$ cat src/rtl/sevenseg_scan_decoder.sv
// Recovers hex nibbles from a multiplexed active-low seven-segment bus with glitch filtering.
// Optional SEG_STALE_TIMEOUT_EN: drops digit_valid/digit_blank on digits not refreshed within TIMEOUT_CYCLES.
module sevenseg_scan_decoder #(
  parameter int unsigned NUM_DIGITS     = 4,
  parameter int unsigned STABLE_CYCLES  = 4,
  parameter int unsigned TIMEOUT_CYCLES = 1000000
) (
  input  logic                                                   clk,
  input  logic                                                   rst,
  input  logic [6:0]                                             seg,
  input  logic [NUM_DIGITS-1:0]                                  an,
  output logic [4*NUM_DIGITS-1:0]                                digits,
  output logic [NUM_DIGITS-1:0]                                  digit_valid,
  output logic [NUM_DIGITS-1:0]                                  digit_blank,
  output logic [NUM_DIGITS-1:0]                                  digit_err,
  output logic                                                   upd,
  output logic [((NUM_DIGITS > 1) ? $clog2(NUM_DIGITS) : 1)-1:0] upd_idx
);

  localparam int unsigned SAMP_W = NUM_DIGITS + 7;
  localparam int unsigned IDX_W  = (NUM_DIGITS > 1) ? $clog2(NUM_DIGITS) : 1;
  localparam int unsigned CNT_W  = $clog2(STABLE_CYCLES + 1);

  if (NUM_DIGITS < 1 || NUM_DIGITS > 8 || STABLE_CYCLES < 1 || TIMEOUT_CYCLES < 1) begin : g_bad_params
    $error("sevenseg_scan_decoder: illegal parameter value");
  end

  logic [SAMP_W-1:0]       samp_q, samp_d;
  logic [CNT_W-1:0]        cnt_q, cnt_d;
  logic [4*NUM_DIGITS-1:0] digits_q, digits_d;
  logic [NUM_DIGITS-1:0]   valid_q, valid_d;
  logic [NUM_DIGITS-1:0]   blank_q, blank_d;
  logic [NUM_DIGITS-1:0]   err_q, err_d;
  logic                    upd_q, upd_d;
  logic [IDX_W-1:0]        upd_idx_q, upd_idx_d;

  logic [NUM_DIGITS-1:0]   an_s;
  logic [6:0]              seg_s;
  logic [4:0]              dec_c;
  logic [IDX_W-1:0]        k_c;
  int unsigned             zeros_c;
  logic                    stable_c;
  logic                    commit_c;

`ifdef SEG_STALE_TIMEOUT_EN
  localparam int unsigned TO_W = $clog2(TIMEOUT_CYCLES + 1);
  logic [NUM_DIGITS-1:0][TO_W-1:0] to_q, to_d;
`endif

  // {hit, nibble} for the sixteen legal glyphs
  function automatic logic [4:0] seg_decode(input logic [6:0] s);
    logic [4:0] r;
    case (s)
      7'h40:   r = 5'h10;
      7'h79:   r = 5'h11;
      7'h24:   r = 5'h12;
      7'h30:   r = 5'h13;
      7'h19:   r = 5'h14;
      7'h12:   r = 5'h15;
      7'h02:   r = 5'h16;
      7'h78:   r = 5'h17;
      7'h00:   r = 5'h18;
      7'h10:   r = 5'h19;
      7'h08:   r = 5'h1A;
      7'h03:   r = 5'h1B;
      7'h46:   r = 5'h1C;
      7'h21:   r = 5'h1D;
      7'h06:   r = 5'h1E;
      7'h0E:   r = 5'h1F;
      default: r = 5'h00;
    endcase
    return r;
  endfunction

  // Stability filter: the incoming bus is compared against the last registered sample
  always_comb begin
    samp_d   = {an, seg};
    an_s     = samp_q[SAMP_W-1:7];
    seg_s    = samp_q[6:0];
    dec_c    = seg_decode(seg_s);
    zeros_c  = 0;
    k_c      = '0;
    for (int i = 0; i < NUM_DIGITS; i++) begin
      if (!an_s[i]) begin
        zeros_c = zeros_c + 1;
        k_c     = IDX_W'(i);
      end
    end
    stable_c = (samp_d == samp_q);
    if (!stable_c) begin
      cnt_d = '0;
    end else if (cnt_q != CNT_W'(STABLE_CYCLES)) begin
      cnt_d = cnt_q + CNT_W'(1);
    end else begin
      cnt_d = cnt_q;
    end
    commit_c = stable_c && (cnt_q == CNT_W'(STABLE_CYCLES - 1)) && (zeros_c == 1);
  end

  // Per-digit output update on commit (and stale timeout when enabled)
  always_comb begin
    digits_d  = digits_q;
    valid_d   = valid_q;
    blank_d   = blank_q;
    err_d     = err_q;
    upd_d     = commit_c;
    upd_idx_d = commit_c ? k_c : upd_idx_q;
`ifdef SEG_STALE_TIMEOUT_EN
    to_d      = to_q;
`endif
    for (int i = 0; i < NUM_DIGITS; i++) begin
      if (commit_c && (k_c == IDX_W'(i))) begin
        if (dec_c[4]) begin
          digits_d[4*i +: 4] = dec_c[3:0];
          valid_d[i]         = 1'b1;
          blank_d[i]         = 1'b0;
          err_d[i]           = 1'b0;
        end else if (seg_s == 7'h7F) begin
          digits_d[4*i +: 4] = 4'h0;
          valid_d[i]         = 1'b1;
          blank_d[i]         = 1'b1;
          err_d[i]           = 1'b0;
        end else begin
          err_d[i]           = 1'b1;
        end
`ifdef SEG_STALE_TIMEOUT_EN
        to_d[i] = '0;
      end else begin
        if (to_q[i] == TO_W'(TIMEOUT_CYCLES - 1)) begin
          valid_d[i] = 1'b0;
          blank_d[i] = 1'b0;
        end
        if (to_q[i] != TO_W'(TIMEOUT_CYCLES)) begin
          to_d[i] = to_q[i] + TO_W'(1);
        end
`endif
      end
    end
  end

  always_ff @(posedge clk) begin
    if (rst) begin
      samp_q    <= '1;
      cnt_q     <= '0;
      digits_q  <= '0;
      valid_q   <= '0;
      blank_q   <= '0;
      err_q     <= '0;
      upd_q     <= 1'b0;
      upd_idx_q <= '0;
`ifdef SEG_STALE_TIMEOUT_EN
      to_q      <= '0;
`endif
    end else begin
      samp_q    <= samp_d;
      cnt_q     <= cnt_d;
      digits_q  <= digits_d;
      valid_q   <= valid_d;
      blank_q   <= blank_d;
      err_q     <= err_d;
      upd_q     <= upd_d;
      upd_idx_q <= upd_idx_d;
`ifdef SEG_STALE_TIMEOUT_EN
      to_q      <= to_d;
`endif
    end
  end

  assign digits      = digits_q;
  assign digit_valid = valid_q;
  assign digit_blank = blank_q;
  assign digit_err   = err_q;
  assign upd         = upd_q;
  assign upd_idx     = upd_idx_q;

endmodule

$ cat config.mk
export PLATFORM = sky130hd
export DESIGN_NAME = sevenseg_scan_decoder
export DESIGN_NICKNAME = d
export VERILOG_FILES = /design/src/rtl/sevenseg_scan_decoder.sv
export SDC_FILE = /design/constraint.sdc
export NUM_CORES = 1
export LEC_CHECK = 0
export ABC_AREA = 1
export CAP_MARGIN = 10
export CORE_MARGIN = 2
export CORE_UTILIZATION = 54
export CTS_BUF_LIST = sky130_fd_sc_hd__clkbuf_2
export CTS_CLUSTER_SIZE = 14
export DETAILED_ROUTE_END_ITERATION = 7
export PLACE_DENSITY_LB_ADDON = 0.3
export REMOVE_ABC_BUFFERS = 1
export SLEW_MARGIN = 20
export SYNTH_ARGS = -nofsm -noshare
export SYNTH_HDL_FRONTEND = slang
export SYNTH_SLANG_ARGS = --single-unit
$ cat constraint.sdc
create_clock -name clk -period 3.5 [get_ports clk]
set_clock_uncertainty 0.2 [all_clocks]
set_input_delay 0.7 -clock clk [delete_from_list [all_inputs] [get_ports clk]]
set_output_delay 0.7 -clock clk [all_outputs]
set_load 0.01 [all_outputs]
# ---- Yosys cells after proc, flatten, opt, wreduce, memory -nomap -nowiden
# Cells that the tools add are included.
dict set report op_classes {
  bitwise_logic 1
  n_eq_ne 23
  n_addsub 4
  reduce_logical 14
  mux 15
}
# cell count
set op_table {}
lappend op_table {{adder 32 x 1 -> 32 bit (second input constant)} 3}
lappend op_table {{2-to-1 mux 32 bit} 3}
lappend op_table {{one-hot mux 5 bit (16 select lines)} 1}
lappend op_table {{equality test 7 bit (second input constant)} 5}
lappend op_table {{equality test 32 x 1 -> 1 bit (second input constant)} 1}
lappend op_table {{equality test 7 x 5 -> 1 bit (second input constant)} 3}
lappend op_table {{equality test 7 x 6 -> 1 bit (second input constant)} 3}
lappend op_table {{equality test 7 x 2 -> 1 bit (second input constant)} 2}
lappend op_table {{equality test 7 x 4 -> 1 bit (second input constant)} 2}
lappend op_table {{equality test 11 bit} 1}
lappend op_table {{2-to-1 mux 4 bit} 2}
lappend op_table {{AND reduction 2 bit} 4}
lappend op_table {{equality test 7 x 3 -> 1 bit (second input constant)} 1}
lappend op_table {{logical NOT 7 bit} 1}
lappend op_table {{2-to-1 mux 1 bit} 7}
lappend op_table {{logical AND 1 bit} 6}
lappend op_table {{equality test 2 bit (second input constant)} 2}
lappend op_table {{2-to-1 mux 2 bit} 2}
lappend op_table {{adder 3 x 1 -> 3 bit (second input constant)} 1}
lappend op_table {{equality test 3 x 2 -> 1 bit (second input constant)} 1}
lappend op_table {{!= test 3 bit (second input constant)} 1}
lappend op_table {{equality test 2 x 1 -> 1 bit (second input constant)} 1}
lappend op_table {{logical NOT 2 bit} 1}
lappend op_table {{nonzero test 2 bit} 1}
lappend op_table {{2 further kinds} 2}
dict set report totals {
  input_bits 13
  register_bits 45
  elab_cells 77
}

# ---- Logic depth before layout (Yosys ltp)
dict set report depth {
  word_depth 11
  mapped_depth 17
  ltp_nobuf 17
}

# ---- Least setup slack after synthesis
# OpenSTA, ideal clock, no wires.
dict set report synth_timing {
  path_kind {flip-flop to flip-flop}
  startpoint {register samp_q[7]}
  endpoint {register digits_q[15], in the netlist digits[15]}
  slack_ns 1.086
  arrival_ns 2.099
  setup_ns 0.115
  required_time_ns 3.185
  path_stages_with_launch 13
  path_cell_list {dfxtp_1 -> inv_1 -> ha_1 -> xnor2_2 -> ha_1 -> inv_1 -> nand3_1 -> a21oi_4 -> nand2_4 -> nor2_4 -> nand2_4 -> o21ai_2 -> nor2_1}
}
dict set report synth_via {
  elab_chain_cells 11
  elab_cells_between_ends 13
  classes_between {add/sub (3); eq/ne (2); mux (4); reduce/logical (4)}
}
# item line_no
set synth_lines {}
lappend synth_lines {{from (decl)} 28} ;# logic [SAMP_W-1:0] samp_q, samp_d;
lappend synth_lines {{from (signal assigned)} 155} ;# samp_q <= samp_d;
lappend synth_lines {{2-to-1 mux 1 bit} 84} ;# if (!an_s[i]) begin
lappend synth_lines {{adder 32 x 1 -> 32 bit} 85} ;# zeros_c = zeros_c + 1;
lappend synth_lines {{2-to-1 mux 32 bit} 84}
lappend synth_lines {{adder 32 x 1 -> 32 bit} 85}
lappend synth_lines {{2-to-1 mux 32 bit} 84}
lappend synth_lines {{adder 32 x 1 -> 32 bit} 85}
lappend synth_lines {{2-to-1 mux 32 bit} 84}
lappend synth_lines {{equality test 32 x 1 -> 1 bit} 97} ;# commit_c = stable_c && (cnt_q == CNT_W'(STABLE_CYCLES - 1)) && (zeros_c == 1);
lappend synth_lines {{logical AND 1 bit (*)} 97}
lappend synth_lines {{logical AND 1 bit (*)} 112} ;# if (commit_c && (k_c == IDX_W'(i))) begin
lappend synth_lines {{AND reduction 2 bit (no line) (*)} n/a}
lappend synth_lines {{to (signal assigned)} 157} ;# digits_q <= digits_d;
lappend synth_lines {{to (decl)} 30} ;# logic [4*NUM_DIGITS-1:0] digits_q, digits_d;
# Every way passes the cells marked *; elsewhere a longest branch is shown, timed or not.
# A chain may end at the register's enable or synchronous reset.

# ---- Worst setup path after layout
dict set report layout_timing {
  startpoint {register samp_q[7]}
  endpoint {register digits_q[3], in the netlist digits[3]}
}
# The elaborated chain is that of the path after synthesis.

==> out/qor.csv <==
stage,metric,value,unit
timing,finalHoldViolCount,0,
cells_and_area,final-seq-area,901,sq um
placed_design,place.detailed.instances,416,
floorplanning,die-height,69.6,um
drt,routed_wire_length,4980,um
clock_network,cts.repair.resized,0,
worst_setup_path,critical_path.slowest_cell,sky130_fd_sc_hd__dfxtp_1,
worst_setup_path,r2r_slack,0.84,ns
timing,fin_crit,2.66,ns
drt,drcViolationCount,0,
synth,synth_edf_count,0,
worst_setup_path,critical_path_s_largest_stage_delay,0.41,ns
global_routing,groute.layer.met1.usage,0.287,
synth,yosys_warnings,0,
timing,post-route-worst-setup-slack,0.843,ns
timing,max_freq,376,MHz
synth,synth.yosys.seq_area_share,0.387,
run,drv.max_cap_violation_count,0,
clock_network,cts_setup_buffers,0,
synth,synth_adder_area_share,0.0323,
global_routing,grtUsageMet3,0.0494,
synth,ys_seq_elements,45,
outcome,result_of_the_run,completed,
floorplanning,initial_core_util,0.569,
drt,antenna_violating_nets_post_route,0,
global_routing,grtUsageTotal,0.221,
worst_setup_path,crit_path_start_kind,flip-flop,
synth,synth_xor_xnor_area_share,0.0296,
cells_and_area,diodes,0,
global_routing,groute.layer.met2.usage,0.365,
cells_and_area,area_growth,22.2,%
timing,slew_headroom,0.616,
timing,report.final.slew_viol_count,0,
worst_setup_path,critPathTopFamily,adder cells,
worst_setup_path,critical_path.max_fanout,8,
worst_setup_path,crit_arrival,2.82,ns
synth,number_of_cells_produced_by_synthesis,329,
timing,setup_viol_count_final,0,
clock_network,ctsHoldBuffers,0,
floorplanning,pin_count,44,
clock_network,cts-buffers-inserted,5,
floorplanning,die_width,69.6,um
global_routing,antenna_found_initial,0,
placed_design,place_congestion,0.951,
pwr,power,0.913,mW
worst_setup_path,critPathCaptureType,flip-flop,
synth,synth_compound_gate_area_share,0.102,
cells_and_area,final.fill_count,367,
global_routing,global_route.peak_usage_layer,met2,
synth,syn_area_per_cell,7.07,sq um
timing,final.setup.tns,0,ns
synth,synthFlopType,sky130_fd_sc_hd__dfxtp_1,
cells_and_area,design.final.nets,392,
synth,synthMuxAreaShare,0,
cells_and_area,final_core_util,0.696,
synth,synth-async-reset-ratio,0,
cells_and_area,multi_input_comb_area,0.00122,sq mm
clock_network,htreeDepth,2,
clock_network,clk_transition_reported_paths,0.22,ns
global_routing,wire_length_of_the_first_global_routing_pass,8700,um
floorplanning,die-area,0.00485,sq mm
worst_setup_path,worst-setup-path-type,reg2reg,
clock_network,clock-root-buffer,sky130_fd_sc_hd__clkbuf_2,
clock_network,numClockSinks,45,
pwr,power.ir.vdd_worst,0.241,mV
timing,tightestPinTransition,0.576,ns
global_routing,grt_pass1_vias,1980,
pwr,pwr_density_cell,321,mW/mm^2
drt,avgRoutedWirePerCell,11.8,um
drt,first_iter_violations,152,
hold_path,timing.hold.worst.class,reg2reg,
drt,num_vias,2142,
synth,post_synth_and_or_nand_nor_area_fraction,0.359,
pwr,leakagePower,1.29,nW
placed_design,place_ws,0.752,ns
cells_and_area,layout-drive-gt1-share,0.102,
synth,syn_area,0.00233,sq mm
worst_setup_path,cp_data_required_time,3.66,ns
clock_network,insertion_delay,0.41,ns
timing,layout_worst_path_cycle_share,0.759,
cells_and_area,layoutNonFillerInstCount,423,
cells_and_area,mostFrequentLayoutCell,sky130_fd_sc_hd__nand2_1,
clock_network,cts.path.max_buffers,2,
floorplanning,core,0.00409,sq mm
cells_and_area,commonest_cells_after_routing_fill_and_taps_aside,"sky130_fd_sc_hd__nand2_1, sky130_fd_sc_hd__dfxtp_1, sky130_fd_sc_hd__clkdlybuf4s50_1",
worst_setup_path,worstPathCellList,inv_1 > ha_1 > xnor2_2 > ha_1 > inv_1 > nand3_1 > a21oi_4 > nand2_4 > nor2_4 > nand2_4 > o21ai_1 > nor2_1,
placed_design,hpwl_after_detailed_placement,3790,um
worst_setup_path,timing.critical_path.buf_inv,2,
drt,via_per_inst,5.06,
global_routing,grt_overflow_total,0,
drt,drt_pre_antenna_iters,4,
synth,synth.lib_cells_used.distinct,30,
floorplanning,std_cell_rows,23,
clock_network,tritoncts_clock_tree,yes,
timing,unrepaired_setup_endpoints_after_global_routing,false,
placed_design,buffer_ports.inserted,43,
global_routing,pin_count_of_the_biggest_net_entering_global_routing,26,
synth,main_combinational_cell_family_by_area_after_synthesis,simple AND/OR/NAND/NOR gates,
state kept, by name, summed over array words and instances (netlist names):
| name | count |
|---|---|
| digits | 16 |
| samp_q | 11 |
| digit_blank | 4 |
| digit_err | 4 |
| digit_valid | 4 |
| cnt_q | 3 |
| upd_idx | 2 |
| upd | 1 |
worst paths after layout:
path / startpoint / to / depth (start not counted)
min: digit_valid[0]$_SDFFE_PP0P_ / digit_valid[0]$_SDFFE_PP0P_ / 2
max reg2reg: samp_q[7]$_SDFF_PP1_ / digits[3]$_SDFFE_PP0P_ / 12
min reg2reg: digit_valid[0]$_SDFFE_PP0P_ / digit_valid[0]$_SDFFE_PP0P_ / 2
max: samp_q[7]$_SDFF_PP1_ / digits[3]$_SDFFE_PP0P_ / 12
metal layers:
metal | vias to the layer above | share of wire | wire length [um]
li1 | 1125 | - | -
met4 | 0 | 0.015 | 76
met5 | - | 0 | 0
met2 | 52 | 0.47 | 2340
met1 | 957 | 0.46 | 2310
met3 | 8 | 0.052 | 257
worst register-to-register path, delay by kind of cell (launching register included):
kind / cells / cell delay (ns)
adders and majority gates: 2 / 0.68
and+or+nand+nor: 5 / 0.62
DFF: 1 / 0.41
AOI/OAI and AO/OA: 2 / 0.40
xor gates and xnor gates: 1 / 0.18
buffers and inverters: 2 / 0.12
area by class of cell:
class / count / share of cell area
clock buffers: 5 / 0.00880
clock inverters: 2 / 0.0123
flip-flops and latches: 45 / 0.317
repair buffers: 44 / 0.154
multi-input cells: 233 / 0.428
inverters: 44 / 0.0581
well taps: 50 / 0.0220
cells in the mapped netlist (3+ instances only):
library cell                n  share of area
sky130_fd_sc_hd__xnor2_1    3          0.011
sky130_fd_sc_hd__or2_2      5          0.013
sky130_fd_sc_hd__nand3_1   18          0.039
sky130_fd_sc_hd__o21ai_0    7          0.015
sky130_fd_sc_hd__inv_1     41          0.066
sky130_fd_sc_hd__clkbuf_1   3         0.0048
sky130_fd_sc_hd__dfxtp_1   45           0.39
sky130_fd_sc_hd__nand3_2    3          0.013
sky130_fd_sc_hd__nand2_1   89           0.14
sky130_fd_sc_hd__nand4_1    8          0.022
sky130_fd_sc_hd__nor2_4     6          0.029
sky130_fd_sc_hd__a21oi_1   30          0.065
sky130_fd_sc_hd__nor2_1    37          0.060
sky130_fd_sc_hd__nand2_2    3         0.0081
sky130_fd_sc_hd__ha_1       6          0.032
sky130_fd_sc_hd__xor2_1     3          0.011
sky130_fd_sc_hd__nand2_4    3          0.015
sky130_fd_sc_hd__inv_2      3         0.0048
report_power, final:
| part | internal (mW) | leakage, nW | switching (mW) |
|---|---|---|---|
| Sequential | 0.520 | 0.366 | 0.0113 |
| Clock | 0.116 | 0.0388 | 0.167 |
| Combinational | 0.0393 | 0.886 | 0.0593 |
| Total | 0.676 | 1.29 | 0.237 |
per-stage QoR:
step	cell area (sq um)	hold WS, ns
2_1_floorplan	2280	0.260
3_3_place_gp	2780	0.235
3_5_place_dp	2780	0.242
4_1_cts	2840	0.268
5_1_grt	2840	0.291
6_report	2840	0.264
cells by family (layout without fill, tap and decap cells):
group,Yosys count,after routing
AOI/OAI and AO/OA,43,43
xor gates and xnor gates,7,7
adders and majority gates,6,6
buffers and inverters,51,95
DFF,45,45
and+or+nand+nor,177,177
Note: power is estimated with default switching activity, not from simulation.
